--- config.mk ---
export PLATFORM = sky130hd
export DESIGN_NAME = baud_gen_flat
export DESIGN_NICKNAME = d
export VERILOG_FILES = /design/src/rtl/baud_pkg.sv /design/src/rtl/baud_gen_if.sv /design/src/rtl/baud_frac_acc.sv /design/src/rtl/baud_gen.sv /design/src/flat_wrapper.sv
export SDC_FILE = /design/constraint.sdc
export NUM_CORES = 1
export LEC_CHECK = 0
export CORE_ASPECT_RATIO = 0.6
export CORE_MARGIN = 2
export CORE_UTILIZATION = 56
export CTS_CLUSTER_DIAMETER = 40
export DETAILED_ROUTE_END_ITERATION = 16
export PLACE_DENSITY = 0.88
export SLEW_MARGIN = 20
export SYNTH_ARGS = -nofsm -noshare
export SYNTH_HDL_FRONTEND = slang
export SYNTH_SLANG_ARGS = --single-unit
--- constraint.sdc ---
create_clock -name clk -period 4.38 [get_ports clk]
set_clock_uncertainty 0.1 [all_clocks]
set_input_delay 1.095 -clock clk [delete_from_list [all_inputs] [get_ports clk]]
set_output_delay 1.095 -clock clk [all_outputs]
set_load 0.005 [all_outputs]
--- src/rtl/baud_pkg.sv ---
// Shared state encoding and default sizing for the fractional baud generator.
package baud_pkg;

  typedef enum logic {
    IDLE = 1'b0,
    RUN  = 1'b1
  } state_t;

  localparam int BAUD_DIV_W   = 16;
  localparam int BAUD_FRAC_W  = 4;
  localparam int BAUD_OSR     = 16;
  localparam int BAUD_DEF_DIV = 16;

endpackage

--- src/rtl/baud_gen_if.sv ---
// Control and status bundle between a UART-style client and the baud generator.
interface baud_gen_if
  import baud_pkg::*;
#(
  parameter int DIV_W  = BAUD_DIV_W,
  parameter int FRAC_W = BAUD_FRAC_W
);

  logic              en;
  logic              load;
  logic [DIV_W-1:0]  div_int;
  logic [FRAC_W-1:0] div_frac;
  logic              tick;
  logic              bclk;
  logic              busy;
  logic              cfg_err;

  modport master (
    output en, load, div_int, div_frac,
    input  tick, bclk, busy, cfg_err
  );

  modport slave (
    input  en, load, div_int, div_frac,
    output tick, bclk, busy, cfg_err
  );

endinterface

--- src/rtl/baud_frac_acc.sv ---
// Fraction accumulator: adds the fractional divisor once per period and
// registers the carry that stretches the following period by one cycle.
module baud_frac_acc
  import baud_pkg::*;
#(
  parameter int FRAC_W = BAUD_FRAC_W
) (
  input  logic              clk,
  input  logic              rst_n,
  input  logic              clear,
  input  logic              step,
  input  logic [FRAC_W-1:0] frac,
  output logic              carry
);

  logic [FRAC_W-1:0] acc;
  logic [FRAC_W:0]   sum;

  assign sum = {1'b0, acc} + {1'b0, frac};

  always_ff @(posedge clk or negedge rst_n) begin
    if (!rst_n) begin
      acc   <= '0;
      carry <= 1'b0;
    end else if (clear) begin
      acc   <= '0;
      carry <= 1'b0;
    end else if (step) begin
      acc   <= sum[FRAC_W-1:0];
      carry <= sum[FRAC_W];
    end
  end

endmodule

--- src/rtl/baud_gen.sv ---
// Fractional-N baud generator: one-cycle oversample tick every div_int(+carry)
// cycles and a 50% duty bclk toggling every OSR/2 ticks.
module baud_gen
  import baud_pkg::*;
#(
  parameter int DIV_W   = BAUD_DIV_W,
  parameter int FRAC_W  = BAUD_FRAC_W,
  parameter int OSR     = BAUD_OSR,
  parameter int DEF_DIV = BAUD_DEF_DIV
) (
  input logic       clk,
  input logic       rst_n,
  baud_gen_if.slave bus
);

  localparam int TCNT_W = $clog2(OSR);
  localparam logic [TCNT_W-1:0] TCNT_HALF = TCNT_W'(OSR / 2 - 1);
  localparam logic [TCNT_W-1:0] TCNT_LAST = TCNT_W'(OSR - 1);

  state_t            state;
  state_t            next_state;
  logic [DIV_W-1:0]  div_act;
  logic [DIV_W-1:0]  div_shadow;
  logic [FRAC_W-1:0] frac_act;
  logic [FRAC_W-1:0] frac_shadow;
  logic              pending;
  logic [DIV_W-1:0]  cnt;
  logic [DIV_W:0]    p_last;
  logic [TCNT_W-1:0] tcnt;
  logic              carry;
  logic              active;
  logic              period_end;
  logic              load_ok;
  logic              load_bad;
  logic              tick_q;
  logic              bclk_q;
  logic              cfg_err_q;

  assign load_ok    = bus.load && (bus.div_int != '0);
  assign load_bad   = bus.load && (bus.div_int == '0);
  assign active     = (state == RUN) && bus.en;
  // Carry from the previous tick lengthens the current period by one cycle.
  assign p_last     = {1'b0, div_act} + {{DIV_W{1'b0}}, carry} - (DIV_W + 1)'(1);
  assign period_end = active && ({1'b0, cnt} == p_last);

  always_ff @(posedge clk or negedge rst_n) begin
    if (!rst_n) state <= IDLE;
    else        state <= next_state;
  end

  always_comb begin
    next_state = state;
    case (state)
      IDLE: if (bus.en && (div_act != '0)) next_state = RUN;
      RUN:  if (!bus.en) next_state = IDLE;
      default: next_state = IDLE;
    endcase
  end

  always_comb begin
    bus.busy    = (state == RUN);
    bus.tick    = tick_q;
    bus.bclk    = bclk_q;
    bus.cfg_err = cfg_err_q;
  end

  always_ff @(posedge clk or negedge rst_n) begin
    if (!rst_n) begin
      cnt    <= '0;
      tcnt   <= '0;
      tick_q <= 1'b0;
      bclk_q <= 1'b0;
    end else if (!active) begin
      cnt    <= '0;
      tcnt   <= '0;
      tick_q <= 1'b0;
      bclk_q <= 1'b0;
    end else begin
      tick_q <= period_end;
      if (period_end) begin
        cnt  <= '0;
        tcnt <= (tcnt == TCNT_LAST) ? '0 : tcnt + TCNT_W'(1);
        if ((tcnt == TCNT_HALF) || (tcnt == TCNT_LAST)) bclk_q <= !bclk_q;
      end else begin
        cnt <= cnt + DIV_W'(1);
      end
    end
  end

  // Loads in RUN wait in the shadow until a period boundary so a period is never cut short.
  always_ff @(posedge clk or negedge rst_n) begin
    if (!rst_n) begin
      div_act     <= DIV_W'(DEF_DIV);
      frac_act    <= '0;
      div_shadow  <= '0;
      frac_shadow <= '0;
      pending     <= 1'b0;
      cfg_err_q   <= 1'b0;
    end else begin
      if (load_ok)       cfg_err_q <= 1'b0;
      else if (load_bad) cfg_err_q <= 1'b1;
      if ((state == IDLE) || period_end) begin
        if (load_ok) begin
          div_act  <= bus.div_int;
          frac_act <= bus.div_frac;
        end else if (pending) begin
          div_act  <= div_shadow;
          frac_act <= frac_shadow;
        end
        pending <= 1'b0;
      end else if (load_ok) begin
        div_shadow  <= bus.div_int;
        frac_shadow <= bus.div_frac;
        pending     <= 1'b1;
      end
    end
  end

  baud_frac_acc #(
    .FRAC_W(FRAC_W)
  ) u_frac_acc (
    .clk  (clk),
    .rst_n(rst_n),
    .clear(!active),
    .step (period_end),
    .frac (frac_act),
    .carry(carry)
  );

endmodule

--- src/flat_wrapper.sv ---
// flat-port wrapper written by rule: the top's interface ports become plain ports
module baud_gen_flat import baud_pkg::*;
#(
  parameter int DIV_W   = BAUD_DIV_W,
  parameter int FRAC_W  = BAUD_FRAC_W,
  parameter int OSR     = BAUD_OSR,
  parameter int DEF_DIV = BAUD_DEF_DIV
)
  (clk, rst_n, bus_en, bus_load, bus_div_int, bus_div_frac, bus_tick, bus_bclk, bus_busy, bus_cfg_err);
  baud_gen_if #(.DIV_W(DIV_W), .FRAC_W(FRAC_W)) bus_i ();
  input logic clk;
  input logic rst_n;
  input wire logic [$bits(bus_i.en)-1:0] bus_en;
  input wire logic [$bits(bus_i.load)-1:0] bus_load;
  input wire logic [$bits(bus_i.div_int)-1:0] bus_div_int;
  input wire logic [$bits(bus_i.div_frac)-1:0] bus_div_frac;
  output wire logic [$bits(bus_i.tick)-1:0] bus_tick;
  output wire logic [$bits(bus_i.bclk)-1:0] bus_bclk;
  output wire logic [$bits(bus_i.busy)-1:0] bus_busy;
  output wire logic [$bits(bus_i.cfg_err)-1:0] bus_cfg_err;
  assign bus_i.en = bus_en;
  assign bus_i.load = bus_load;
  assign bus_i.div_int = bus_div_int;
  assign bus_i.div_frac = bus_div_frac;
  assign bus_tick = bus_i.tick;
  assign bus_bclk = bus_i.bclk;
  assign bus_busy = bus_i.busy;
  assign bus_cfg_err = bus_i.cfg_err;
  baud_gen #(.DIV_W(DIV_W), .FRAC_W(FRAC_W), .OSR(OSR), .DEF_DIV(DEF_DIV)) u_core (.clk(clk), .rst_n(rst_n), .bus(bus_i));
endmodule
==> impl_metrics.csv, run 1 <==
group,metric,value,unit
critical_path,r2r-end,"u_core.div_shadow[11]",
clock_network,clk_path_buf_depth,2,
final_layout,layout_common_cells,"69 x dfrtp_1, 29 x nor2_1, 26 x clkdlybuf4s50_1, 23 x nand2_1, 20 x mux2_1",
yosys,synthDistinctLibCells,59,
floorplan,dieArea,7988,um2
global_route,grt_usage,25.31,%
critical_path,critPathKind,"reg2reg",
yosys,synth_ff_type,"dfrtp_1",
clock_network,htree_num_levels,3,
critical_path,reg2reg_from,"u_core.u_frac_acc.carry",
sta,min_period_over_period,89.70,%
global_route,grt_max_degree,41,
job,maxCapViolCount,0,
critical_path,arrival,4.04,ns
drt,drt_pass1_iterations,4,
worst_hold_path,min_path_type,"reg2reg",
final_layout,antenna_cells,0,
sta,worst_slew_pin_slew,0.7129,ns
drt,wl_per_cell,18.67,um
yosys,syn_inst,365,
final_layout,syn2layout_area_growth,15.12,%
drt,wl,9111,um
yosys,seq_area_frac_synth,43.07,%
critical_path,start_kind,"flop",
yosys,synthTopCellsByArea,"dfrtp_1 42%, mux2_4 6.3%, mux2_1 5.5%",
yosys,avgSynthCellArea,11.15,um2
critical_path,r2r_cells,11,
sta,rsz0062_at_grt,"no",
clock_network,cts_resized,0,
final_layout,n_fill_cell,532,
floorplan,start_util,56.95,%
drt,drt_iter0_markers,191,
sta,hold_viol_final,0,
outcome,outcome,"finished clean",
final_layout,multi_input_area,2180,um2
clock_network,clk_pin_slew_worst_paths,0.06,ns
final_layout,layoutNonFillerInstCount,488,
global_route,grt_pass1_vias,3080,
power_and_ir_drop,finalPower,0.001874,W
placed_design,gp_congestion,0.9391,
power_and_ir_drop,powerDensity,399.9,nW/um2
floorplan,ios,28,
critical_path,reg2reg_slack,0.45,ns
final_layout,drive_gt1_share,16.88,%
global_route,grt_pass1_wl,15500,um
yosys,yosysTopAreaCell,"dfrtp_1",
final_layout,final_common_cell,"dfrtp_1",
sta,finalCriticalPeriod,3.929,ns
yosys,yosysTopAreaCellShare,42.42,%
global_route,grt_overflow,0,
drt,num_vias,2987,
floorplan,die_y,70.04,um
drt,postRouteAntennaNets,0,
placed_design,place_hpwl,6362,um
global_route,antenna_found_initial,0,
sta,drv_slew,0,
critical_path,cp.required,4.50,ns
final_layout,fin_nets,425,
clock_network,cts_hold_buffers,0,
yosys,yosysWarnings,0,
floorplan,die_w,114.1,um
sta,setup_viol,0,
power_and_ir_drop,ir_drop,298.6,uV
floorplan,row_count,24,
sta,worst_slack,0.4512,ns
power_and_ir_drop,p_leak,1.931,nW
placed_design,post-place-ws,0.3506,ns
sta,slew_headroom,52.04,%
clock_network,cts.sinks,70,
drt,drc,0,
yosys,async_flop_share,100.0,%
yosys,synth-edff-count,0,
sta,fmax,254.5,MHz
final_layout,fin_util,65.56,%
critical_path,cp-startpoint,"u_core.u_frac_acc.carry",
critical_path,cp-end-kind,"flop",
yosys,syn_area,4070,um2
yosys,ys_seq_elements,70,
critical_path,endpoint,"u_core.div_shadow[11]",
clock_network,clock-root-buffer,"clkbuf_16",
clock_network,numCtsBuffers,9,
final_layout,seqCellArea,1753,um2
drt,routed_via_density,6.121,
placed_design,io_buffers,27,
critical_path,crit_fanout,13,
sta,fin_setup_tns,0,ns
clock_network,clkLatencyLatePin,0.34,ns
yosys,synth_nets,398,
placed_design,dp_cells,471,
clock_network,cts_tree,"done",
clock_network,post_cts_buffers,0,
floorplan,coreArea,7147,um2
area by class of cell:
type | count | share of cell area, %
well taps | 91 | 2.430
repair buffers | 33 | 6.782
inverters | 9 | 0.7210
flip-flops and latches | 70 | 37.41
clock buffers | 13 | 5.768
multi-input cells | 269 | 46.52
clock inverters | 3 | 0.3738
worst max-delay path, cell delays in order (launching register included):
cell and delay, ns:
dfrtp_1 0.39, inv_1 0.09, ha_1 0.22, ha_1 0.25, nor3b_1 0.60, and3_1 0.25, o21ai_0 0.12, a21oi_1 0.27
o2111ai_4 0.27, o31ai_4 0.65, buf_8 0.24, mux2_1 0.34
cells by family after synthesis:
kind of cell    after synthesis  share of synthesized area [%]
flops                        70                          43.07
simple gates                120                          15.71
mux                          67                          20.01
fa+ha+maj                     9                          2.951
xor+xnor                     30                          6.456
compound gates               43                          8.239
buf+inv                      26                          3.566
registers in the layout, indices dropped and copies added (netlist names):
register and cells:
u_core.u_frac_acc.acc 4, u_core.bus.busy 1, u_core.frac_act 4, u_core.bus.tick 1, u_core.frac_shadow 4, u_core.div_act 16
u_core.pending 1, u_core.u_frac_acc.carry 1, u_core.tcnt 4, u_core.bus.cfg_err 1, u_core.div_shadow 16, u_core.cnt 16
u_core.bus.bclk 1
power breakdown:
group | switching [W] | internal (W)
Clock | 0.000273 | 0.000428
Combinational | 0.000174 | 0.000190
Sequential | 0.0000882 | 0.000720
worst min path at each step:
stage	from	to	slack [ns]	cells past startpoint
final	u_core.div_shadow[14]	u_core.div_shadow[14]	0.39	1
after global routing	u_core.div_shadow[5]	u_core.div_shadow[5]	0.41	1
after CTS	u_core.frac_shadow[3]	u_core.frac_shadow[3]	0.39	1
after detailed placement	u_core.frac_shadow[3]	u_core.frac_shadow[3]	0.38	1
after global placement	u_core.div_shadow[0]	u_core.div_shadow[0]	0.37	1
after floorplan	u_core.div_shadow[0]	u_core.div_shadow[0]	0.36	1
synthesized netlist by cell type (3+ instances only):
cell	count
buf_6	6
xor2_1	16
o31a_1	3
mux2i_1	12
and3_1	5
o21ai_0	6
a21o_1	3
nor3_1	4
inv_1	9
nand3_1	12
clkbuf_1	9
mux2_4	17
nor4_1	11
xnor2_1	14
and2_1	3
mux2_1	20
or3_1	3
mux2_2	17
a21oi_1	10
nand2b_1	4
dfrtp_1	69
ha_1	8
nor2_1	29
nand2_1	23
nand4_1	3
or4_1	5
nor3b_1	3
layer usage:
metal | vias up | GRT usage, % | share of wire (%)
met5 | - | 0 | 0
met4 | 0 | 7.182 | 1.4
met3 | 17 | 8.681 | 7.1
met2 | 137 | 39.15 | 46
met1 | 1461 | 34.01 | 46
li1 | 1372 | - | -
metrics by stage:
| stage | area, um2 | hold slack, ns |
|---|---|---|
| 3_3_place_gp | 4383 | 0.3663 |
| 6_report | 4686 | 0.3874 |
| 4_1_cts | 4671 | 0.3925 |
| 3_5_place_dp | 4383 | 0.3807 |
| 5_1_grt | 4686 | 0.4118 |
| 2_1_floorplan | 4070 | 0.3562 |
No activity file was read; power rests on OpenSTA's default activity.
==> inputs of run 2 (changes only) <==
Settings changed: CORE_ASPECT_RATIO 0.6 to unset.
==> impl_metrics.csv, run 2 (synthesis gave the netlist of run 1 again) <==
group,metric,value,unit
global_route,grt_pass1_vias,2961,
critical_path,start_kind,"flop",
drt,routed_via_density,5.923,
global_route,antenna_found_initial,0,
critical_path,cp.required,4.51,ns
final_layout,final_common_cell,"dfrtp_1",
floorplan,coreArea,7137,um2
sta,worst_slew_pin_slew,1.077,ns
global_route,grt_overflow,0,
critical_path,cp_slowest_stage_delay,0.96,ns
floorplan,die_w,89.26,um
drt,drc,0,
clock_network,clk_pin_slew_worst_paths,0.07,ns
drt,num_vias,2932,
sta,drv_slew,0,
floorplan,dieArea,7966,um2
final_layout,drive_gt1_share,16.67,%
critical_path,crit_chain,"inv_1, ha_1, ha_1, nor3b_1, and3_1, o21ai_0, a21oi_1, o2111ai_4, o31ai_4, mux2_1",
clock_network,cts_hold_buffers,0,
final_layout,antenna_cells,0,
sta,hold_viol_final,0,
sta,setup_viol,0,
critical_path,arrival,4.14,ns
job,maxCapViolCount,0,
critical_path,cpLargestDelayFamily,"compound AO/OA/AOI/OAI gates",
clock_network,post_cts_buffers,0,
final_layout,n_fill_cell,525,
final_layout,multi_input_area,2180,um2
power_and_ir_drop,p_leak,1.902,nW
final_layout,fin_nets,424,
global_route,grt_pass1_wl,14550,um
sta,finalCriticalPeriod,4.002,ns
clock_network,htree_num_levels,3,
clock_network,clk_path_buf_depth,2,
critical_path,critPathKind,"reg2reg",
final_layout,seqCellArea,1753,um2
clock_network,cts.sinks,70,
critical_path,crit_fanout,20,
critical_path,critPathBufInv,1,
power_and_ir_drop,finalPower,0.001808,W
floorplan,die_y,89.26,um
sta,slew_headroom,28.18,%
worst_hold_path,min_path_type,"reg2reg",
power_and_ir_drop,ir_drop,344.1,uV
final_layout,layout_common_cells,"69 x dfrtp_1, 29 x nor2_1, 26 x clkdlybuf4s50_1, 23 x nand2_1, 20 x mux2_1",
drt,wl,8650,um
floorplan,start_util,57.03,%
placed_design,gp_congestion,0.9417,
critical_path,cpMostUsedCell,"ha_1",
final_layout,syn2layout_area_growth,14.02,%
critical_path,cp-end-kind,"flop",
outcome,outcome,"finished clean",
placed_design,place_hpwl,6191,um
floorplan,row_count,31,
global_route,grt_max_degree,31,
placed_design,io_buffers,27,
sta,fmax,249.9,MHz
drt,drt_iter0_markers,215,
clock_network,clkLatencyLatePin,0.36,ns
sta,min_period_over_period,91.36,%
sta,rsz0062_at_grt,"no",
drt,postRouteAntennaNets,0,
global_route,grt_usage,24.37,%
clock_network,cts_tree,"done",
drt,wl_per_cell,17.47,um
final_layout,top_regs,"u_core.cnt (16), u_core.div_act (16), u_core.div_shadow (16)",
clock_network,cts_resized,0,
floorplan,ios,28,
power_and_ir_drop,powerDensity,389.7,nW/um2
critical_path,crit_path_top_delay_cell,"o31ai_4",
clock_network,clock-root-buffer,"clkbuf_8",
sta,fin_setup_tns,0,ns
drt,drt_pass1_iterations,4,
clock_network,numCtsBuffers,9,
-- run 2: final timing paths --
kind,depth (start not counted),endpoint,from,slack (ns)
max in group asynchronous,2,u_core.div_act[4],rst_n,2.72
worst max register to register,10,u_core.div_shadow[2],u_core.div_act[0],0.38
worst min-delay path,1,u_core.div_shadow[5],u_core.div_shadow[5],0.39
worst max-delay path,10,u_core.div_shadow[2],u_core.div_act[0],0.38
worst min register to register,1,u_core.div_shadow[5],u_core.div_shadow[5],0.39
min in group asynchronous,1,u_core.div_shadow[9],rst_n,0.67
-- run 2: cell type report --
| class | instances | share of cell area, % |
|---|---|---|
| tap | 99 | 2.669 |
| multi-input combinational | 269 | 46.97 |
| timing repair buffer | 32 | 6.525 |
| sequential | 70 | 37.77 |
| clock buffer | 11 | 3.047 |
| inverter | 9 | 0.7280 |
| clock inverter | 5 | 2.292 |
-- run 2: layer usage --
| layer | track usage, % | share of wire [%] | vias up |
|---|---|---|---|
| li1 | - | - | 1368 |
| met1 | 31.69 | 44 | 1462 |
| met2 | 39.39 | 48 | 81 |
| met3 | 4.524 | 4.4 | 21 |
| met4 | 11.80 | 3.3 | 0 |
| met5 | 0 | 0 | - |
-- run 2: stage by stage --
step | utilization (%) | std cells | instance area [um2] | hold slack [ns] | setup slack [ns]
after floorplan | - | 365 | 4070 | 0.3562 | 1.189
after global placement | 61.55 | 479 | 4393 | 0.3651 | 0.5740
after detailed placement | 61.55 | 479 | 4393 | 0.3769 | 0.4143
after CTS | 65.02 | 495 | 4641 | 0.3959 | 0.3824
after global routing | 65.02 | 495 | 4641 | 0.4067 | 0.04173
final | 65.02 | 495 | 4641 | 0.3920 | 0.3783
-- run 2: power breakdown --
part	switching [W]	internal [W]	leakage (nW)
Sequential	0.0000869	0.000719	0.883
Combinational	0.000166	0.000190	0.899
Clock	0.000252	0.000395	0.120
==> inputs of run 3 (changes only) <==
Settings changed: DONT_BUFFER_PORTS set to 1, PLACE_DENSITY 0.88 to 0.83, RECOVER_POWER set to 100.
==> impl_metrics.csv, run 3 (synthesis gave the netlist of run 1 again) <==
group,metric,value,unit
outcome,outcome,"finished clean",
worst_hold_path,min_path_type,"in2async",
sta,finalHoldWorstSlack,0.3366,ns
critical_path,crit_path_top_delay_cell,"or4b_1",
sta,worst_slack,0.5990,ns
critical_path,critPathKind,"reg2reg",
final_layout,fin_nets,396,
power_and_ir_drop,internal-power,0.001133,W
sta,min_period_over_period,86.32,%
clock_network,cts_resized,0,
global_route,grt_max_degree,71,
clock_network,post_cts_buffers,0,
final_layout,layout_common_cells,"69 x dfrtp_1, 37 x mux2_1, 30 x nor2_1, 23 x nand2_1, 17 x mux2_2",
global_route,grt_usage,22.61,%
power_and_ir_drop,powerDensity,378.3,nW/um2
power_and_ir_drop,ir_drop,318.3,uV
clock_network,clk_path_buf_depth,2,
sta,rsz0062_at_grt,"no",
clock_network,clk_pin_slew_worst_paths,0.08,ns
clock_network,clock-root-buffer,"clkbuf_8",
clock_network,numCtsBuffers,9,
floorplan,start_util,57.03,%
critical_path,cp_slowest_stage_delay,0.53,ns
final_layout,top_regs,"u_core.cnt (16), u_core.div_act (16), u_core.div_shadow (16)",
critical_path,start_kind,"flop",
power_and_ir_drop,switchingPower,0.0004611,W
global_route,grt_pass1_vias,2816,
clock_network,cts.sinks,70,
critical_path,crit_fanout,20,
final_layout,antenna_cells,0,
final_layout,syn2layout_area_growth,3.535,%
sta,slew_headroom,41.40,%
final_layout,final_common_cell,"dfrtp_1",
drt,drt_iter0_markers,274,
floorplan,coreArea,7137,um2
drt,wl,7984,um
sta,setup_viol,0,
sta,fmax,264.5,MHz
sta,drv_slew,0,
placed_design,post-place-ws,0.8368,ns
floorplan,dieArea,7966,um2
critical_path,cp-startpoint,"u_core.div_act[0]",
critical_path,arrival,3.90,ns
clock_network,htree_num_levels,3,
floorplan,die_w,89.26,um
floorplan,row_count,31,
drt,postRouteAntennaNets,0,
placed_design,place_hpwl,5705,um
sta,hold_viol_final,0,
final_layout,fin_util,59.05,%
drt,routed_via_density,5.923,
global_route,grt_overflow,0,
power_and_ir_drop,p_seq_share,50.2,%
sta,fin_setup_tns,0,ns
clock_network,clkLatencyLatePin,0.35,ns
critical_path,reg2reg_from,"u_core.div_act[0]",
global_route,antenna_found_initial,0,
job,maxCapViolCount,0,
final_layout,drive_gt1_share,11.44,%
clock_network,cts_tree,"done",
placed_design,io_buffers,0,
sta,worst_slew_pin_slew,0.8781,ns
floorplan,ios,28,
drt,num_vias,2760,
sta,finalCriticalPeriod,3.781,ns
global_route,grt_pass1_wl,13540,um
critical_path,cp-end-kind,"flop",
drt,drc,0,
power_and_ir_drop,power.share.clock,32.2,%
power_and_ir_drop,p_leak,1.703,nW
power_and_ir_drop,power_frac_comb,17.6,%
critical_path,cp.required,4.50,ns
placed_design,gp_congestion,0.9496,
drt,wl_per_cell,17.13,um
power_and_ir_drop,finalPower,0.001594,W
clock_network,cts_hold_buffers,0,
drt,drt_pass1_iterations,5,
power_and_ir_drop,netSwitchingFraction,28.92,%
critical_path,crit_chain,"inv_1, ha_1, or4b_1, o31a_1, or3_1, a21oi_2, o2111ai_1, o31ai_4, buf_4, mux2_1",
final_layout,n_fill_cell,609,
floorplan,die_y,89.26,um
[run 3: cell types whose count changed in the layout (fill, tap and decap cells not counted), sizes merged]
cell,delta
clkbuf,+1
clkinv,+1
clkdlybuf4s50,-26
buf,-3
bufinv,-2
[run 3: final timing paths]
check,cells after the start,slack (ns),to
min in group clk,1,0.39,u_core.div_shadow[0]
worst max register to register,10,0.60,u_core.div_act[6]
worst min-delay path,0,0.34,u_core.div_shadow[8]
worst min register to register,1,0.39,u_core.div_shadow[0]
max in group asynchronous,0,3.64,u_core.div_act[4]
worst max-delay path,10,0.60,u_core.div_act[6]
[run 3: power by group through the flow]
stage               Combinational (W)  Sequential [W]  Clock [W]
floorplan                    0.000293        0.000774          0
finish                       0.000281        0.000801   0.000513
global route                 0.000308        0.000813   0.000548
detailed placement           0.000310        0.000814          0
global placement             0.000298        0.000806          0
CTS                          0.000314        0.000801   0.000522
[run 3: per-stage QoR]
stage          instances  cell area (um2)
2_1_floorplan        365             4070
3_3_place_gp         451             4120
3_5_place_dp         451             4120
4_1_cts              466             4309
5_1_grt              466             4214
6_report             466             4214
[run 3: routing by layer]
metal	track usage [%]	up-vias	wire length (um)
li1	-	1309	-
met1	29.49	1356	3399
met2	36.90	86	4018
met3	5.633	9	458
met4	8.005	0	108
met5	0	-	0
[run 3: area by class of cell]
cell class / instances / area, um2 / area share [%]
Timing Repair Buffer: 4 / 26.28 / 0.6235
Inverter: 9 / 33.78 / 0.8017
Clock inverter: 4 / 47.55 / 1.128
Tap cell: 99 / 123.9 / 2.939
Clock buffer: 11 / 141.4 / 3.355
Multi-Input combinational cell: 269 / 2088 / 49.55
Sequential cell: 70 / 1753 / 41.60
[run 3: worst max-delay path: cells and delay by family (launching register included)]
kind / cells / cell delay (ns)
and+or+nand+nor: 2 / 0.89
DFF: 1 / 0.38
AOI/OAI and AO/OA: 4 / 1.31
buffers and inverters: 2 / 0.40
adders and majority gates: 1 / 0.19
muxes: 1 / 0.38
